[src/rtl/cache_arbiter.sv]
// cache_arbiter: arbitrates I-cache fills and D-cache fills/writebacks onto one burst memory port.
// Optional ARB_PERF_CNT_EN adds grant and wait performance counters.
module cache_arbiter #(
  parameter int S_LINE       = 256,
  parameter int S_BURST      = 64,
  parameter int D_STREAK_MAX = 2
) (
  input  logic               clk,
  input  logic               rst,
  input  logic               i_pmem_read,
  input  logic [31:0]        i_pmem_address,
  output logic [S_LINE-1:0]  i_pmem_rdata,
  output logic               i_pmem_resp,
  input  logic               d_pmem_read,
  input  logic               d_pmem_write,
  input  logic [31:0]        d_pmem_address,
  input  logic [S_LINE-1:0]  d_pmem_wdata,
  output logic [S_LINE-1:0]  d_pmem_rdata,
  output logic               d_pmem_resp,
`ifdef ARB_PERF_CNT_EN
  output logic [23:0]        i_grant_cnt,
  output logic [23:0]        d_grant_cnt,
  output logic [23:0]        wait_cnt,
`endif
  output logic               bmem_read,
  output logic               bmem_write,
  output logic [31:0]        bmem_address,
  output logic [S_BURST-1:0] bmem_wdata,
  input  logic [S_BURST-1:0] bmem_rdata,
  input  logic               bmem_resp
);
  localparam int NB   = S_LINE / S_BURST;
  localparam int KW   = (NB > 1) ? $clog2(NB) : 1;
  localparam int OFFW = $clog2(S_LINE / 8);
  localparam int SW   = (D_STREAK_MAX > 0) ? $clog2(D_STREAK_MAX + 1) : 1;
  localparam logic [KW-1:0] K_LAST     = KW'(NB - 1);
  localparam logic [SW-1:0] STREAK_MAX = SW'(D_STREAK_MAX);
  localparam logic [31:0]   ADDR_MASK  = ~((32'd1 << OFFW) - 32'd1);

  // IDLE arbitrate | I_RD, D_RD read burst | D_WR write burst | DONE one-cycle resp to owner
  localparam logic [2:0] IDLE = 3'd0;
  localparam logic [2:0] I_RD = 3'd1;
  localparam logic [2:0] D_RD = 3'd2;
  localparam logic [2:0] D_WR = 3'd3;
  localparam logic [2:0] DONE = 3'd4;

  logic [2:0]        state;
  logic              owner_d;
  logic [KW-1:0]     k;
  logic [SW-1:0]     d_streak;
  logic [31:0]       addr_q;
  logic [S_LINE-1:0] line_q;
  logic              i_req;
  logic              d_req;
  logic              grant_i;
  logic              grant_d;

  always_comb begin
    i_req   = i_pmem_read;
    d_req   = d_pmem_read | d_pmem_write;
    grant_i = (state == IDLE) && i_req && (!d_req || (d_streak == STREAK_MAX));
    grant_d = (state == IDLE) && d_req && !grant_i;
  end

  always_ff @(posedge clk or negedge rst) begin
    if (!rst) begin
      state    <= IDLE;
      owner_d  <= 1'b0;
      k        <= '0;
      d_streak <= '0;
      addr_q   <= '0;
      line_q   <= '0;
    end else begin
      case (state)
        IDLE: begin
          if (grant_i) begin
            state    <= I_RD;
            owner_d  <= 1'b0;
            addr_q   <= i_pmem_address & ADDR_MASK;
            d_streak <= '0;
          end else if (grant_d) begin
            // a simultaneous read+write request is serviced as the writeback
            state   <= d_pmem_write ? D_WR : D_RD;
            owner_d <= 1'b1;
            addr_q  <= d_pmem_address & ADDR_MASK;
            if (d_pmem_write) line_q <= d_pmem_wdata;
            if (d_streak != STREAK_MAX) d_streak <= d_streak + SW'(1);
          end
        end
        I_RD, D_RD, D_WR: begin
          if (bmem_resp) begin
            if (state != D_WR) line_q[int'(k)*S_BURST +: S_BURST] <= bmem_rdata;
            if (k == K_LAST) begin
              k     <= '0;
              state <= DONE;
            end else begin
              k <= k + KW'(1);
            end
          end
        end
        DONE:    state <= IDLE;
        default: state <= IDLE;
      endcase
    end
  end

  assign bmem_read    = (state == I_RD) || (state == D_RD);
  assign bmem_write   = (state == D_WR);
  assign bmem_address = addr_q;
  assign bmem_wdata   = line_q[int'(k)*S_BURST +: S_BURST];
  assign i_pmem_rdata = line_q;
  assign d_pmem_rdata = line_q;
  assign i_pmem_resp  = (state == DONE) && !owner_d;
  assign d_pmem_resp  = (state == DONE) && owner_d;

`ifdef ARB_PERF_CNT_EN
  logic i_wait;
  logic d_wait;

  always_comb begin
    i_wait = i_req && !((state == I_RD) || ((state == DONE) && !owner_d));
    d_wait = d_req && !((state == D_RD) || (state == D_WR) || ((state == DONE) && owner_d));
  end

  // 24-bit counters wrap naturally
  always_ff @(posedge clk or negedge rst) begin
    if (!rst) begin
      i_grant_cnt <= '0;
      d_grant_cnt <= '0;
      wait_cnt    <= '0;
    end else begin
      if (grant_i) i_grant_cnt <= i_grant_cnt + 24'd1;
      if (grant_d) d_grant_cnt <= d_grant_cnt + 24'd1;
      if (i_wait || d_wait) wait_cnt <= wait_cnt + 24'd1;
    end
  end
`endif

endmodule

[config.mk]
export PLATFORM = sky130hd
export DESIGN_NAME = cache_arbiter
export DESIGN_NICKNAME = d
export VERILOG_FILES = /design/src/rtl/cache_arbiter.sv
export SDC_FILE = /design/constraint.sdc
export NUM_CORES = 1
export LEC_CHECK = 0
export ABC_AREA = 1
export CAP_MARGIN = 15
export CORE_AREA = 2 2 387 389
export DETAILED_ROUTE_END_ITERATION = 10
export DIE_AREA = 0 0 389 391
export HOLD_SLACK_MARGIN = 0.1
export PLACE_DENSITY = 0.47
export SLEW_MARGIN = 40
export SYNTH_ARGS = -nofsm -noshare
export SYNTH_HDL_FRONTEND = slang
export SYNTH_SLANG_ARGS = --single-unit
[constraint.sdc]
create_clock -name clk -period 2.6 [get_ports clk]
set_input_delay 0.52 -clock clk [delete_from_list [all_inputs] [get_ports clk]]
set_output_delay 0.52 -clock clk [all_outputs]
set_load 0.05 [all_outputs]
==> impl_metrics.yaml, run 1 <==
status:
  status: "complete, but fails checks"
  violations: "setup timing"
clocking:
  cts_buffers: 41
  clkTransAtPathRegs_ps: 60
  clockBufferDepth: 3
  htree_levels: 2
  cts-root-buf: "clkbuf_16"
  clkSinkCount: 291
  tritoncts: "yes"
  clk_latency_ps: 600
sta:
  drv_slew: 0
  hold_ws_ps: 484
  setup_viol: 32
  clock-skew-final_ps: 17.4
  tightest_slew_ps: 829
  finalWorstSetupSlack_ps: -88.2
  slew_headroom_pct: 44.8
  fmax_mhz: 372
  grt_setup_unrepaired: "true"
  finalCriticalPeriod_ps: 2690
  fin_crit_sh_pct: 103
  hold_viol: 0
die:
  design.core.area_um2: 149000
  dieArea_um2: 152000
  io_pins: 1002
  initial_core_util_pct: 13.4
  die_h_um: 391
  die_x_um: 389
  rows: 142
logic_synthesis:
  yosys.cell_types.count: 27
  synth_area_um2: 19900
  yosysSeqAreaShare_pct: 36.5
  yosys_most_used_dff: "dfrtp_1"
  synth-edff-count: 0
  synth_cells: 3024
  ys_seq_elements: 291
  syn_avg_cell_area_um2: 6.59
  synthArstFlopShare_pct: 100
  yosysWarnings: 0
setup_path:
  reg2reg_to: "d_pmem_rdata[86]$_DFFE_PN0P_"
  reg2reg_from: "k[1]$_DFFE_PN0P_"
  critPathKind: "reg -> out"
  critical_path_arrival_ps: 2170
  crit_fanout: 32
  cp_data_required_time_ps: 2080
  crit_path_end_kind: "primary output"
  r2r_slack_ps: 90
  cp-start-kind: "flop"
  r2r_cells: 13
global_route:
  grt_pass1_vias: 23600
  grt_first_pass_wirelength_um: 204000
  overflow: 0
  antenna_found_initial: 30
  grtUsageTotal_pct: 19.1
  grt_max_degree: 123
placement:
  gp_congestion: 0.857
  port_buffers: 986
  hpwl_um: 109000
  place_area_um2: 31300
min_path:
  min_from: "bmem_address[6]$_DFFE_PN0P_"
  hold_depth: 2
  hold_path.class: "reg -> reg"
  min_to: "bmem_address[6]$_DFFE_PN0P_"
route:
  drt_iter0_markers: 1904
  final_antenna_net_count: 0
  drc: 0
  vias: 24600
  via_per_inst: 4.28
  routed_wl_um: 154000
  avgRoutedWirePerCell_um: 26.8
  drtPass1Iterations: 5
layout:
  drive_gt1_share_pct: 15.7
  stdcell_area_um2: 34900
  final_common_cell: "nand2_1"
  nNetsFinal: 4163
  final_cell_mix: "nand2_1, clkdlybuf4s50_1, nand3_1"
  areaGrowthSynthToFinish_pct: 75.0
  fillers: 16500
power_and_ir_drop:
  p_per_area_nw_per_um2: 1690
  p_leak_uw: 0.0160
  ir_drop_mv: 1.58
flow_run:
  drv_cap: 0
## worst max path at each step
stage / cells past startpoint / slack, ps / from / end
after floorplan: 11 / 80 / k[0]$_DFFE_PN0P_ / d_pmem_rdata[15]$_DFFE_PN0P_
after global placement: 9 / 200 / bmem_resp / d_pmem_rdata[150]$_DFFE_PN0P_
after detailed placement: 9 / 210 / bmem_resp / d_pmem_rdata[150]$_DFFE_PN0P_
after CTS: 8 / -220 / k[0]$_DFFE_PN0P_ / bmem_wdata[18]
after global routing: 7 / -170 / k[0]$_DFFE_PN0P_ / bmem_wdata[21]
final: 5 / -90 / k[1]$_DFFE_PN0P_ / bmem_wdata[57]
## power breakdown
part | switching (µW) | internal, µW
Sequential | 2210 | 5920
Combinational | 29800 | 14700
Clock | 2440 | 3770
## Yosys cell counts, types with 2 or more instances
library cell	number	area, µm²
inv_2	6	22.5
nand3_2	5	50.1
buf_1	13	48.8
o21ai_1	3	15.0
nand2_2	2	12.5
o31ai_1	3	22.5
o21ai_0	246	1230
buf_4	267	2000
dfrtp_1	291	7280
clkbuf_1	115	432
nand3_1	389	1950
nor2_2	2	12.5
nand4_1	64	400
nor2_4	3	33.8
nor3_1	3	15.0
inv_1	76	285
a21oi_1	4	20.0
o22ai_1	64	400
ha_1	5	62.6
nor2_1	290	1090
nand2_1	1071	4020
buf_2	97	485
## timing repair
item | in CTS | in global routing
setup buffers | 34 | 18
pin swaps | 22 | 40
hold buffers | 1 | 0
setup endpoints to repair | 93 | 97
endpoints found under the hold margin | 46 | 0
resized for setup | 202 | 152
gates cloned | 19 | 7
## sequential cells by signal, indices dropped and copies added, names as in the netlist
signal / cells
owner_d: 1
state: 3
d_streak: 2
d_pmem_rdata: 256
k: 2
bmem_address: 27
## metal layers
layer  share of wire, %  wire, µm  global-route usage, %  up-vias
li1                   -         -                      -    11000
met1                 42     64600                   24.6    12100
met2                 46     70800                   31.0     1268
met3                8.4     13000                   4.87      203
met4                3.6      5490                   6.39       16
met5              0.066       102                      0        -
## logic make-up after synthesis
kind of cell    count (synthesis)  share of synthesized area [%]
flops                         291                           36.5
buf+inv                       574                           16.5
other cells                     1                         0.0188
compound gates                320                           8.48
fa+ha+maj                       5                          0.314
simple gates                 1833                           38.2
## worst max-delay path, stage by stage, from the launching register on
cell	delay [ps]
dfrtp_4	520
buf_8	300
o21ai_1	140
o22ai_1	180
buf_4	190
buf_12	140
## stage by stage
stage / std cells / TNS, ps / total power [µW] / util [%] / worst slack (ps)
finish: 5752 / -1200 / 58800 / 23.5 / -88.2
global route: 5746 / -5920 / 61200 / 23.5 / -174
CTS: 5718 / -6580 / 57800 / 23.0 / -218
detailed placement: 5594 / 0 / 48000 / 21.1 / 207
global placement: 5594 / 0 / 47900 / 21.1 / 197
floorplan: 3028 / 0 / 30300 / - / 78.6
## layout make-up
type	instances	area, µm²	area share [%]
diodes	13	32.5	0.0933
clock buffers	59	1200	3.43
clock inverters	11	209	0.599
inverters	82	352	1.01
multi-input cells	2163	10200	29.4
flip-flops and latches	291	7290	20.9
well taps	1944	2430	6.97
repair buffers	1187	13100	37.5
repair inverters	2	41.3	0.118
No activity file was read; power rests on OpenSTA's default activity.
==> run 2: changes to the inputs <==
ABC_CLOCK_PERIOD_IN_PS = 2600   (was not set)
GPL_ROUTABILITY_DRIVEN = 0   (was not set)
==> results of run 2 <==
The final DEF is identical to that of run 1; final timing and power are the same.
==> run 3: changes to the inputs <==
CELL_PAD_IN_SITES_DETAIL_PLACEMENT = 1   (was not set)
CELL_PAD_IN_SITES_GLOBAL_PLACEMENT = 1   (was not set)
CORE_AREA = 2 2 394 396   (was 2 2 387 389)
DIE_AREA = 0 0 396 398   (was 0 0 389 391)
PLACE_DENSITY = 0.58   (was 0.47)
==> run 3 against run 2 <==
Effect of this change: the run still ends with setup timing left; wire length up 5.5%; power up 2.8%; highest routed layer unchanged; clock power up 9.2%; global-route usage up 0.16 points; count of clock-buffer cells in the layout up 3; die area up 3.6%.
==> impl_metrics.yaml, run 3 (same netlist as run 1, synthesis figures left out) <==
layout:
  final_cell_mix: "nand2_1, clkdlybuf4s50_1, nand3_1"
  fin_cells: 5855
  fillers: 18300
  stdcell_area_um2: 35300
  final_common_cell: "nand2_1"
  utilization_pct: 23.0
  areaGrowthSynthToFinish_pct: 77.2
  drive_gt1_share_pct: 15.0
  largest_register_ff_count: 256
  nNetsFinal: 4163
global_route:
  grt_pass1_vias: 25300
  antenna_found_initial: 32
  grt_first_pass_wirelength_um: 214000
  overflow: 0
  grt_max_degree: 96
  grtUsageTotal_pct: 19.3
route:
  via_per_inst: 4.25
  routed_wl_um: 162000
  final_antenna_net_count: 0
  vias: 24900
  drc: 0
  drt_iter0_markers: 1646
  avgRoutedWirePerCell_um: 27.8
  drtPass1Iterations: 7
sta:
  finalWorstSetupSlack_ps: -178
  fin_crit_sh_pct: 107
  drv_slew: 0
  grt_setup_unrepaired: "true"
  setup_viol: 65
  clock-skew-final_ps: 24.0
  tightest_slew_ps: 627
  finalCriticalPeriod_ps: 2780
  slew_headroom_pct: 58.1
  hold_ws_ps: 359
  hold_viol: 0
  fmax_mhz: 360
clocking:
  clkSinkCount: 291
  htree_levels: 2
  clk_latency_ps: 630
  clkTransAtPathRegs_ps: 60
  clockBufferDepth: 3
  tritoncts: "yes"
  cts-root-buf: "clkbuf_16"
  cts_buffers: 44
power_and_ir_drop:
  ir_drop_mv: 0.900
  p_per_area_nw_per_um2: 1710
  p_leak_uw: 0.0162
min_path:
  hold_path.class: "in -> async"
die:
  io_pins: 1002
  die_h_um: 398
  rows: 144
  dieArea_um2: 158000
  design.core.area_um2: 153000
  initial_core_util_pct: 13.0
  die_x_um: 396
setup_path:
  critPathKind: "reg -> out"
  cp-start-kind: "flop"
  crit_path_end_kind: "primary output"
  crit_fanout: 7
  cp_data_required_time_ps: 2080
  critical_path_arrival_ps: 2260
placement:
  place_area_um2: 31600
  hpwl_um: 111000
  port_buffers: 986
  dp_cells: 5695
flow_run:
  drv_cap: 0
status:
  violations: "setup timing"
  status: "complete, but fails checks"
[run 3: changes by cell type in the layout (fill, tap and decap cells not counted), sizes merged, moves of 3 or more]
cell | previous run | this run
dlymetal6s2s | 1 | 11
clkinv | 6 | 9
clkdlybuf4s50 | 792 | 799
buf | 352 | 320
clkbuf | 68 | 75
dlygate4sd2 | 31 | 42
diode | 13 | 9
[run 3: what timing repair did]
item / in CTS / in global routing
hold endpoints to repair: 85 / 0
resized for setup: 167 / 189
cloned: 16 / 13
pin swaps: 11 / 33
hold buffers: 1 / 0
buffers inserted: 22 / 19
setup endpoints to repair: 106 / 70
[run 3: metrics by stage]
stage / power [µW] / setup slack (ps) / setup TNS [ps]
after floorplan: 30300 / 78.6 / 0
after global placement: 48800 / 35.1 / 0
after detailed placement: 49200 / 32.4 / 0
after CTS: 59000 / -269 / -10750
after global routing: 63100 / -259 / -13140
final: 60400 / -178 / -6450
[run 3: cell type report]
| cell class | count | area [µm²] | area share [%] |
|---|---|---|---|
| well taps | 2044 | 2560 | 7.24 |
| clock buffers | 62 | 1250 | 3.54 |
| clock inverters | 18 | 310 | 0.879 |
| inverters | 82 | 344 | 0.975 |
| multi-input cells | 2163 | 10300 | 29.1 |
| flip-flops and latches | 291 | 7290 | 20.6 |
| diodes | 9 | 22.5 | 0.0638 |
| repair buffers | 1186 | 13300 | 37.6 |
[run 3: layer usage]
layer	vias to the layer above	wire length [µm]	global-route usage (%)
li1	11100	-	-
met2	1006	78400	32.8
met1	12600	68900	24.5
met4	18	5180	5.68
met3	196	9880	3.78
met5	-	118	0
[run 3: path summary, 6_finish.rpt]
check	from	to	slack, ps	depth (start not counted)
setup / recovery	k[0]$_DFFE_PN0P_	bmem_wdata[63]	-180	7
hold reg to reg	bmem_address[12]$_DFFE_PN0P_	bmem_address[12]$_DFFE_PN0P_	490	2
max in group asynchronous	rst	d_pmem_rdata[198]$_DFFE_PN0P_	1400	4
min in group clk	bmem_address[12]$_DFFE_PN0P_	bmem_address[12]$_DFFE_PN0P_	490	2
setup reg to reg	k[0]$_DFFE_PN0P_	d_pmem_rdata[148]$_DFFE_PN0P_	-10	13
hold / removal	rst	bmem_address[22]$_DFFE_PN0P_	360	2
[run 3: critical path: stages, from the launching register on]
cell,delay [ps]
dfrtp_4,550
inv_12,120
buf_16,180
buf_12,160
buf_8,110
o21ai_0,90
o22ai_2,200
buf_12,180
[run 3: power breakdown]
part           switching, µW  total [µW]  internal (µW)
clock                   2720        6770           4060
sequential              2310        8230           5920
combinational          30400       45400          15000
